<file path="config.mk">
export PLATFORM = sky130hd
export DESIGN_NAME = thor2022_alu_wbq
export DESIGN_NICKNAME = d
export VERILOG_FILES = /design/src/rtl/thor2022_alu_wbq.sv
export SDC_FILE = /design/constraint.sdc
export NUM_CORES = 1
export LEC_CHECK = 0
export ABC_AREA = 0
export CAP_MARGIN = 20
export CELL_PAD_IN_SITES_DETAIL_PLACEMENT = 1
export CELL_PAD_IN_SITES_GLOBAL_PLACEMENT = 2
export CORE_MARGIN = 2
export CORE_UTILIZATION = 35
export CTS_CLUSTER_DIAMETER = 40
export DETAILED_ROUTE_END_ITERATION = 6
export PLACE_DENSITY_LB_ADDON = 0.05
export SETUP_SLACK_MARGIN = 0.4
export SLEW_MARGIN = 20
export SYNTH_ARGS = -nofsm -noshare
export SYNTH_HDL_FRONTEND = slang
export SYNTH_SLANG_ARGS = --single-unit
</file>
<file path="constraint.sdc">
create_clock -name clk -period 4.6 [get_ports clk]
set_clock_uncertainty 0.1 [all_clocks]
set_input_delay 0.46 -clock clk [delete_from_list [all_inputs] [get_ports clk]]
set_output_delay 0.46 -clock clk [all_outputs]
set_load 0.05 [all_outputs]
</file>
<file path="src/rtl/thor2022_alu_wbq.sv">
// ALU writeback queue: 4-entry FIFO draining primary and secondary results to the register file.
// Define THOR2022_ALU_WBQ_FWD_EN to add the q_ra/q_hit/q_val forwarding search.
module thor2022_alu_wbq (
  input  logic        clk,
  input  logic        rst,
  input  logic        i_v,
  output logic        i_rdy,
  input  logic [5:0]  i_tgt,
  input  logic [63:0] i_res,
  input  logic        i_t2v,
  input  logic [5:0]  i_t2tgt,
  input  logic [63:0] i_t2,
  output logic        o_wr,
  output logic [5:0]  o_wa,
  output logic [63:0] o_wd,
  input  logic        o_ack,
  output logic [2:0]  o_cnt,
  output logic        o_empty
`ifdef THOR2022_ALU_WBQ_FWD_EN
  ,
  input  logic [5:0]  q_ra,
  output logic        q_hit,
  output logic [63:0] q_val
`endif
);

  typedef enum logic [1:0] {IDLE, PRI, SEC} state_e;

  typedef struct packed {
    logic [5:0]  tgt;
    logic [63:0] res;
    logic        t2v;
    logic [5:0]  t2tgt;
    logic [63:0] t2;
    logic        pdone;
  } entry_t;

  entry_t      q_q [4];
  entry_t      q_d [4];
  state_e      state_q, state_d;
  logic [1:0]  rd_q, rd_d, wr_q, wr_d;
  logic [2:0]  cnt_q, cnt_d;
  entry_t      head, new_e;
  logic        push, pop, set_pd;

  always_comb begin
    head  = q_q[rd_q];
    i_rdy = (cnt_q != 3'd4);

    new_e.tgt   = i_tgt;
    new_e.res   = i_res;
    new_e.t2v   = i_t2v & (i_t2tgt != 6'd0);
    new_e.t2tgt = i_t2tgt;
    new_e.t2    = i_t2;
    new_e.pdone = (i_tgt == 6'd0);
    // An entry with nothing to write is accepted and dropped.
    push = i_v & i_rdy & ((i_tgt != 6'd0) | new_e.t2v);

    o_wr   = 1'b0;
    o_wa   = 6'd0;
    o_wd   = 64'd0;
    pop    = 1'b0;
    set_pd = 1'b0;
    case (state_q)
      PRI: begin
        o_wr = 1'b1;
        o_wa = head.tgt;
        o_wd = head.res;
        if (o_ack) begin
          if (head.t2v) set_pd = 1'b1;
          else          pop    = 1'b1;
        end
      end
      SEC: begin
        o_wr = 1'b1;
        o_wa = head.t2tgt;
        o_wd = head.t2;
        pop  = o_ack;
      end
      default: ;
    endcase

    q_d  = q_q;
    rd_d = rd_q;
    wr_d = wr_q;
    if (set_pd) q_d[rd_q].pdone = 1'b1;
    if (pop) rd_d = rd_q + 2'd1;
    if (push) begin
      q_d[wr_q] = new_e;
      wr_d      = wr_q + 2'd1;
    end
    case ({push, pop})
      2'b10:   cnt_d = cnt_q + 3'd1;
      2'b01:   cnt_d = cnt_q - 3'd1;
      default: cnt_d = cnt_q;
    endcase

    // Next state follows the head entry as it will stand after this edge.
    if (cnt_d == 3'd0)         state_d = IDLE;
    else if (q_d[rd_d].pdone)  state_d = SEC;
    else                       state_d = PRI;
  end

  always_ff @(posedge clk) begin
    if (rst) begin
      state_q <= IDLE;
      rd_q    <= 2'd0;
      wr_q    <= 2'd0;
      cnt_q   <= 3'd0;
      for (int i = 0; i < 4; i++) q_q[i] <= '0;
    end else begin
      state_q <= state_d;
      rd_q    <= rd_d;
      wr_q    <= wr_d;
      cnt_q   <= cnt_d;
      for (int i = 0; i < 4; i++) q_q[i] <= q_d[i];
    end
  end

  assign o_cnt   = cnt_q;
  assign o_empty = (cnt_q == 3'd0);

`ifdef THOR2022_ALU_WBQ_FWD_EN
  logic [1:0] fidx;
  entry_t     fe;

  // Walk oldest to youngest so later matches override; t2 checked after primary.
  always_comb begin
    q_hit = 1'b0;
    q_val = 64'd0;
    fidx  = 2'd0;
    fe    = '0;
    for (int i = 0; i < 4; i++) begin
      fidx = rd_q + i[1:0];
      fe   = q_q[fidx];
      if ((i < int'(cnt_q)) && (q_ra != 6'd0)) begin
        if (!fe.pdone && (fe.tgt == q_ra)) begin
          q_hit = 1'b1;
          q_val = fe.res;
        end
        if (fe.t2v && (fe.t2tgt == q_ra)) begin
          q_hit = 1'b1;
          q_val = fe.t2;
        end
      end
    end
  end
`endif

endmodule

</file>
After elaboration in Yosys (flattened, before gate mapping)
Cells that the tools add are included.
{"block": "word_totals", "ff_bits": 577, "inputBits": 145, "elab_cells": 84}
{"block": "op_classes", "n_addsub": 4, "n_lt_le_gt_ge": 5, "eq_ne": 5, "muxes": 26, "bitwise": 7, "n_reduce_logical": 9}
{"cell": "$bwmux W568", "n": 2}
{"cell": "$mux W568", "n": 2}
{"cell": "$bmux W142 S2", "n": 2}
{"cell": "$demux W142 S2", "n": 2}
{"cell": "$mux W142", "n": 3}
{"cell": "$pmux W64 S2", "n": 1}
{"cell": "$pmux W6 S2", "n": 1}
{"cell": "$reduce_bool A6 Y1", "n": 2}
{"cell": "$ge A3 B3 Y1 const B", "n": 3}
{"cell": "$mux W1", "n": 9}
{"cell": "$not A2 Y3", "n": 3}
{"cell": "$logic_not A3 Y1", "n": 2}
{"cell": "$logic_not A6 Y1", "n": 1}
{"cell": "$lt A3 B1 Y1 const B", "n": 2}
{"cell": "$pmux W3 S2", "n": 1}
{"cell": "$add A2 B1 Y2 const B", "n": 2}
{"cell": "$eq A2 B1 Y1 const B", "n": 2}
{"cell": "$eq A2 B2 Y1 const B", "n": 2}
{"cell": "$mux W2", "n": 2}
{"cell": "$reduce_or A2 Y1", "n": 2}
{"cell": "$add A3 B1 Y3 const B", "n": 1}
{"cell": "$and A1 B1 Y1", "n": 3}
{"cell": "$ne A3 B3 Y1 const B", "n": 1}
{"cell": "$sub A3 B1 Y3 const B", "n": 1}
{"cell": "3 further kinds", "n": 4}

Logic depth before layout (Yosys ltp)
Gate-level depths: netlist (run 1).
{"block": "logic_depth", "word_depth": 14, "mapped_depth": 14, "mapped_depth_nobuf": 13}

Worst setup path before layout (run 1)
No wires, ideal clock.
{"block": "synth_timing", "path_type": "flip-flop to flip-flop", "start": "register cnt_q[2] (netlist: o_cnt[2])", "end": "register state_q[0]", "arrival_ns": 3.724, "path_slack_ns": 0.701, "path_stages_with_launch": 15, "n_path_buf": 2, "period_less_slack_ns": 3.899, "cell_sequence": "dfxtp_1 -> or3b_2 -> clkbuf_1 -> and2_1 -> buf_2 -> o21a_1 -> inv_1 -> ha_1 -> inv_1 -> fa_1 -> xor2_1 -> or3_1 -> a31oi_1 -> a21bo_2 -> o22ai_1"}
{"block": "synth_via", "elab_chain_cells": 8}
{"item": "from (decl)", "line": "42", "rtl": "logic [2:0] cnt_q, cnt_d;"}
{"item": "from (signal assigned)", "line": "115", "rtl": "cnt_q <= cnt_d;"}
{"item": "$ne A3 B3 Y1 *", "line": "48", "rtl": "i_rdy = (cnt_q != 3'd4);"}
{"item": "net i_rdy", "line": "7", "rtl": "output logic i_rdy,"}
{"item": "$and A1 B1 Y1 * (2 in a row)", "line": "57", "rtl": "push = i_v & i_rdy & ((i_tgt != 6'd0) | new_e.t2v);"}
{"item": "$mux W568", "line": "88", "rtl": "if (push) begin"}
{"item": "$bmux W142 S2", "line": "100", "rtl": "else if (q_d[rd_d].pdone) state_d = SEC;"}
{"item": "$mux W1 (not written as such) (2 in a row)", "line": "100"}
{"item": "$mux W2", "line": "100"}
{"item": "to (signal assigned)", "line": "112", "rtl": "state_q <= state_d;"}
{"item": "to (decl)", "line": "40", "rtl": "state_e state_q, state_d;"}
Mark *: on every way through the listed nets, which the timed path passes. The rest lies on a longest branch. The select of a mux whose other input is x is not followed.
A chain may end at the register's enable or synchronous reset.

Worst setup path after layout (run 1)
{"block": "layout_timing", "start": "register rd_q[0]", "end": "output o_wd[35]"}
{"block": "layout_via", "elab_chain_cells": 5}
{"item": "from (decl)", "line": "41", "rtl": "logic [1:0] rd_q, rd_d, wr_q, wr_d;"}
{"item": "from (signal assigned)", "line": "113", "rtl": "rd_q <= rd_d;"}
{"item": "$not A2 Y3 (not written as such)", "line": "47", "rtl": "head = q_q[rd_q];"}
{"item": "$bmux W142 S2", "line": "47"}
{"item": "$mux W142 (not written as such) (2 in a row)", "line": "47"}
{"item": "$pmux W64 S2", "line": "64", "rtl": "case (state_q)"}
{"item": "to (decl)", "line": "15", "rtl": "output logic [63:0] o_wd,"}
Every way passes these cells. The select of a mux whose other input is x is not followed.

==> impl_metrics.ini, run 1 <==
[sta]
final.setup.tns_ns = 0
finalCriticalPeriod_ns = 3.98
fmax_mhz = 251
hold_slack_ns = 0.274
setup_viol = 0
grt_setup_unrepaired = false
worst_pin_slew_ns = 1.03
finalHoldViolations = 0
report.final.slew_viol_count = 0
relSlewSlack_pct = 31.3
layout_setup_ws_ns = 0.620
period_share_pct = 86.5

[grt]
grt_pass1_vias = 22873
overflow = 0
grt_pass1_wl_mm = 135
grt_max_degree = 127
antenna_found_initial = 10
gr-usage-all-layers_pct = 24.2

[hold_path]
min-delay-path-class = input port to flop

[logic_synthesis]
ys_seq_area_share_pct = 47.0
postSynth.asyncResetShare_pct = 0
synth_warnings = 0
synthAdderAreaFrac_pct = 0.641
syn_area_per_cell_um2 = 8.50
ys_ff_latch = 577
synthFlopType = dfxtp_1
synth_top_family_by_area = simple AND/OR/NAND/NOR gates
synth_xor_area_share_pct = 0.107
netlist_area_um2 = 24600
synth_simple_gate_area_share_pct = 19.0
synth_cells = 2894
synth_compound_area_share_pct = 15.0
ys_types = 46
muxShareOfSynthArea_pct = 13.0
synth_edf_count = 0
synth_nets = 3051

[drt]
drc = 0
wire_per_inst_um = 21.8
drt_first_iter_violations = 1124
dr_total_vias = 21688
wl_mm = 88.6
ant_nets = 0
first_pass_iters = 5
viasPerCell = 5.33

[clock_network]
htree_levels = 3
root_buffer = clkbuf_16
cts.path.max_buffers = 3
cts_tree = yes
cts.clk_slew.worst_paths_ns = 0.05
clk_latency_ns = 0.64
cts.sinks = 577
numCtsBuffers = 111
post_cts_resized = 0

[place]
preCtsSetupSlack_ns = 0.532
portBuffers = 220
dp_hpwl_mm = 50.2
place_congestion = 0.764

[run]
cap_violations = 0

[final_layout]
drive_above_1_share_pct = 13.1
layout_common_cells = 1124 x nand2_1, 575 x dfxtp_1, 562 x a21oi_1
layout.nets = 3186
area_delta_synth_final_pct = 28.1
nFillCells = 7938
layout.cells.most_common = nand2_1

[worst_setup_path]
critPathLaunchType = flop
cp_max_fo = 37
arrival_ns = 3.42
timing.critical_path.to_type = output pin
worstSetupPathType = flop to output pin
required_ns = 4.04

[floorplan]
die_h_um = 269
fp.dieArea_um2 = 72400
core_area_um2 = 69800
start_util_pct = 35.2
io_pins = 221
die_x_um = 269
rows = 97

[pwr]
p_per_area_nw_per_um2 = 531
swShare_pct = 29.0
combPwrFrac_pct = 16.9
clkPwrFrac_pct = 50.5
finalPower_mw = 16.7
ir_worst_vdd_uv = 368
p_leak_nw = 10.4
seq_power_share_pct = 32.7
internal-power_mw = 11.9
p_sw_mw = 4.85

[run_status]
status = complete, no violations
kinds of logic (layout without fill, tap and decap cells):
kind of cell | count (synthesis) | in the layout
buffers and inverters | 260 | 490
AOI/OAI and AO/OA | 670 | 670
xor gates and xnor gates | 3 | 3
muxes | 144 | 144
DFF | 577 | 577
other | 0 | 5
adders and majority gates | 12 | 12
and+or+nand+nor | 1228 | 1228
Yosys cell counts, drive strengths merged (2+ instances only):
library cell | instances | area share [%]
nor2b | 2 | 0.051
o211ai | 4 | 0.20
a32o | 2 | 0.081
clkbuf | 118 | 1.8
o22ai | 2 | 0.051
inv | 12 | 0.18
mux4 | 141 | 13
ha | 11 | 0.56
dfxtp | 577 | 47
buf | 130 | 3.3
xor2 | 2 | 0.071
mux2i | 3 | 0.12
o21a | 4 | 0.12
and2 | 2 | 0.051
a21oi | 562 | 11
o211a | 4 | 0.16
or4 | 2 | 0.076
nand2 | 1124 | 17
a211oi | 2 | 0.061
nor2 | 84 | 1.3
nand3 | 4 | 0.081
o2111ai | 2 | 0.071
or2 | 3 | 0.076
nor4bb | 2 | 0.081
a221o | 5 | 0.20
a32oi | 2 | 0.071
a22oi | 74 | 2.3
path summary, 6_finish.rpt:
path                           end  slack, ns                start  cells after the start
max                       o_wd[35]       0.62   rd_q[0]$_SDFF_PP0_                      6
min                           flop       0.27                  rst                      2
max reg2reg  state_q[1]$_SDFF_PP0_       1.00  o_cnt[2]$_SDFF_PP0_                     13
min reg2reg                   flop       0.35                 flop                      2
critical path, stage by stage (launching register included):
cell and delay, ns:
dfxtp_4 0.54, buf_12 0.35, buf_12 0.27, mux4_2 0.58, a22oi_1 0.18, nor2_1 0.09
clkdlybuf4s50_1 0.73
timing repair:
action	4_1_cts	5_1_grt
endpoints found under the setup margin	0	12
setup buffers	0	1
hold buffers	0	0
per-stage QoR:
step / instances / instance area [um2] / utilization [%]
floorplan: 2894 / 24600 / -
global placement: 3855 / 27500 / 39.5
detailed placement: 3855 / 27500 / 39.5
CTS: 4063 / 31500 / 45.1
global route: 4067 / 31500 / 45.1
finish: 4069 / 31500 / 45.1
routing by layer:
metal,up-vias,GRT usage (%),wire [um]
met3,149,4.26,3560
met4,12,7.22,2000
met5,-,0,79
met2,386,42.6,44500
li1,10100,-,-
met1,11041,30.2,38400
final cells by class:
cell class	count	area (um2)	area share [%]
Clock inverter	78	937	2.98
Clock buffer	130	2990	9.50
Tap cell	940	1180	3.73
Inverter	12	45.0	0.143
Antenna cell	5	12.5	0.0397
Sequential cell	577	11600	36.7
Timing Repair Buffer	270	2950	9.36
Multi-Input combinational cell	2057	11800	37.5
power groups by stage:
stage / clock [mW] / combinational, mW / sequential [mW]
finish: 8.43 / 2.82 / 5.46
global route: 8.84 / 3.04 / 5.49
CTS: 8.58 / 2.85 / 5.47
detailed placement: 0 / 2.84 / 5.57
global placement: 0 / 2.80 / 5.55
floorplan: 0 / 1.76 / 5.50
No activity file was read; power rests on OpenSTA's default activity.
==> run 2: changes to the inputs <==
--- a/config.mk
+++ b/config.mk
@@ -15,7 +15,7 @@
 export DETAILED_ROUTE_END_ITERATION = 6
 export PLACE_DENSITY_LB_ADDON = 0.05
 export SETUP_SLACK_MARGIN = 0.4
-export SLEW_MARGIN = 20
+export SLEW_MARGIN = 30
 export SYNTH_ARGS = -nofsm -noshare
 export SYNTH_HDL_FRONTEND = slang
 export SYNTH_SLANG_ARGS = --single-unit
==> run 2 against run 1 <==
- cell count increased by 0.25%
- die area is the same
- sequential share of layout area fell by 0.22 points
- core utilization grew 0.28 points
- wire length up 0.82%
- flip-flop and latch count unchanged
- non-clock buffer count up 3
- clock power grew 3.0%
- largest cell class unchanged
- highest routed layer unchanged
==> impl_metrics.ini, run 2 (synthesis results as in run 1) <==
[clock_network]
postCtsSetupBuffers = 1
cts_tree = yes
clk_latency_ns = 0.64
cts.sinks = 577
numCtsBuffers = 111
post_cts_resized = 0
cts.clk_slew.worst_paths_ns = 0.06
root_buffer = clkbuf_16
cts_hold_buffers = 0
htree_levels = 3
cts.path.max_buffers = 3

[drt]
viasPerCell = 5.33
wl_met3_mm = 3.84
met2_length_mm = 45.1
ant_nets = 0
drt_first_iter_violations = 1166
wl_met1_mm = 38.3
wl_mm = 89.3
wire_per_inst_um = 21.9
drc = 0
dr_total_vias = 21739
first_pass_iters = 5
top_layer = met5

[grt]
antenna_found_initial = 15
overflow = 0
gr-usage-all-layers_pct = 24.6
grt_pass1_vias = 23139
grt_max_degree = 127
grt_pass1_wl_mm = 137

[pwr]
combPwrFrac_pct = 16.7
clkPwrFrac_pct = 51.1
ir_worst_vdd_uv = 300
seq_power_share_pct = 32.2
finalPower_mw = 17.0
p_per_area_nw_per_um2 = 536
swShare_pct = 28.4
p_sw_mw = 4.82
internal-power_mw = 12.2
p_leak_nw = 10.5

[hold_path]
hold_start = rst
min-delay-path-class = input port to flop

[worst_setup_path]
cpPeakStageDelay_ns = 0.72
path_buf_inv = 3
arrival_ns = 3.45
path_common_cell = buf_12
crit_chain = buf_12, buf_12, mux4_2, a22oi_1, nor2_1, clkdlybuf4s50_1
timing.critical_path.to_type = output pin
critPathLaunchType = flop
worstSetupPathType = flop to output pin
timing.rr.start = o_cnt[2]$_SDFF_PP0_
crit_start = rd_q[0]$_SDFF_PP0_
cp_max_fo = 37
crit_slowest_cell = clkdlybuf4s50_1
required_ns = 4.04
cpLargestDelayFamily = buffers and inverters

[floorplan]
die_x_um = 269
die_h_um = 269
io_pins = 221
rows = 97
start_util_pct = 35.2
fp.dieArea_um2 = 72400
core_area_um2 = 69800

[sta]
grt_setup_unrepaired = false
finalHoldViolations = 0
setup_viol = 0
relSlewSlack_pct = 34.1
period_share_pct = 87.1
finalCriticalPeriod_ns = 4.01
worst_pin_slew_ns = 0.989
layout_setup_ws_ns = 0.594
report.final.slew_viol_count = 0
final.setup.tns_ns = 0
fmax_mhz = 250

[place]
place_congestion = 0.764
portBuffers = 220
dp_hpwl_mm = 50.6
preCtsSetupSlack_ns = 0.550

[run_status]
status = complete, no violations

[run]
cap_violations = 0

[final_layout]
area_delta_synth_final_pct = 28.9
layout_common_cells = 1124 x nand2_1, 575 x dfxtp_1, 562 x a21oi_1
layout.nets = 3189
layout.cells.most_common = nand2_1
drive_above_1_share_pct = 13.2
## run 2: changes by cell type in the layout (fill, tap and decap cells not counted), moves of 3 or more
cell        delta
buf_12         +3
clkbuf_8       +8
clkbuf_1       +3
diode_2        +4
clkinv_2       +5
clkinvlp_4    -12
## run 2: final cells by class
class | instances | area [um2]
fillers | 7876 | 38100
multi-input cells | 2057 | 11800
flip-flops and latches | 577 | 11600
clock buffers | 143 | 3160
repair buffers | 273 | 3010
well taps | 940 | 1180
clock inverters | 68 | 888
inverters | 12 | 45.0
diodes | 9 | 22.5
## run 2: power by group through the flow
stage	clock, mW	sequential (mW)	combinational [mW]
6_report	8.68	5.47	2.84
5_1_grt	9.08	5.50	3.06
4_1_cts	8.83	5.47	2.89
3_5_place_dp	0	5.57	2.86
3_3_place_gp	0	5.55	2.80
2_1_floorplan	0	5.50	1.76
## run 2: through the flow
step           util (%)  area [um2]  instances  hold slack, ns
6_report           45.4       31700       4079           0.222
5_1_grt            45.4       31700       4077           0.273
4_1_cts            45.4       31700       4070           0.254
3_5_place_dp       39.6       27600       3858           0.347
3_3_place_gp       39.5       27500       3855           0.338
2_1_floorplan         -       24600       2894           0.333
## run 2: path summary, 6_finish.rpt
kind | to | slack [ns] | cells after the start
hold reg to reg | flop | 0.35 | 2
setup reg to reg | state_q[1]$_SDFF_PP0_ | 1.02 | 13
setup / recovery | o_wd[35] | 0.59 | 6
hold / removal | flop | 0.22 | 2
## run 2: per-layer routing
layer	vias up	global-route usage [%]
met1	11025	30.9
met4	14	7.15
li1	10110	-
met5	-	0
met3	150	4.59
met2	440	42.8
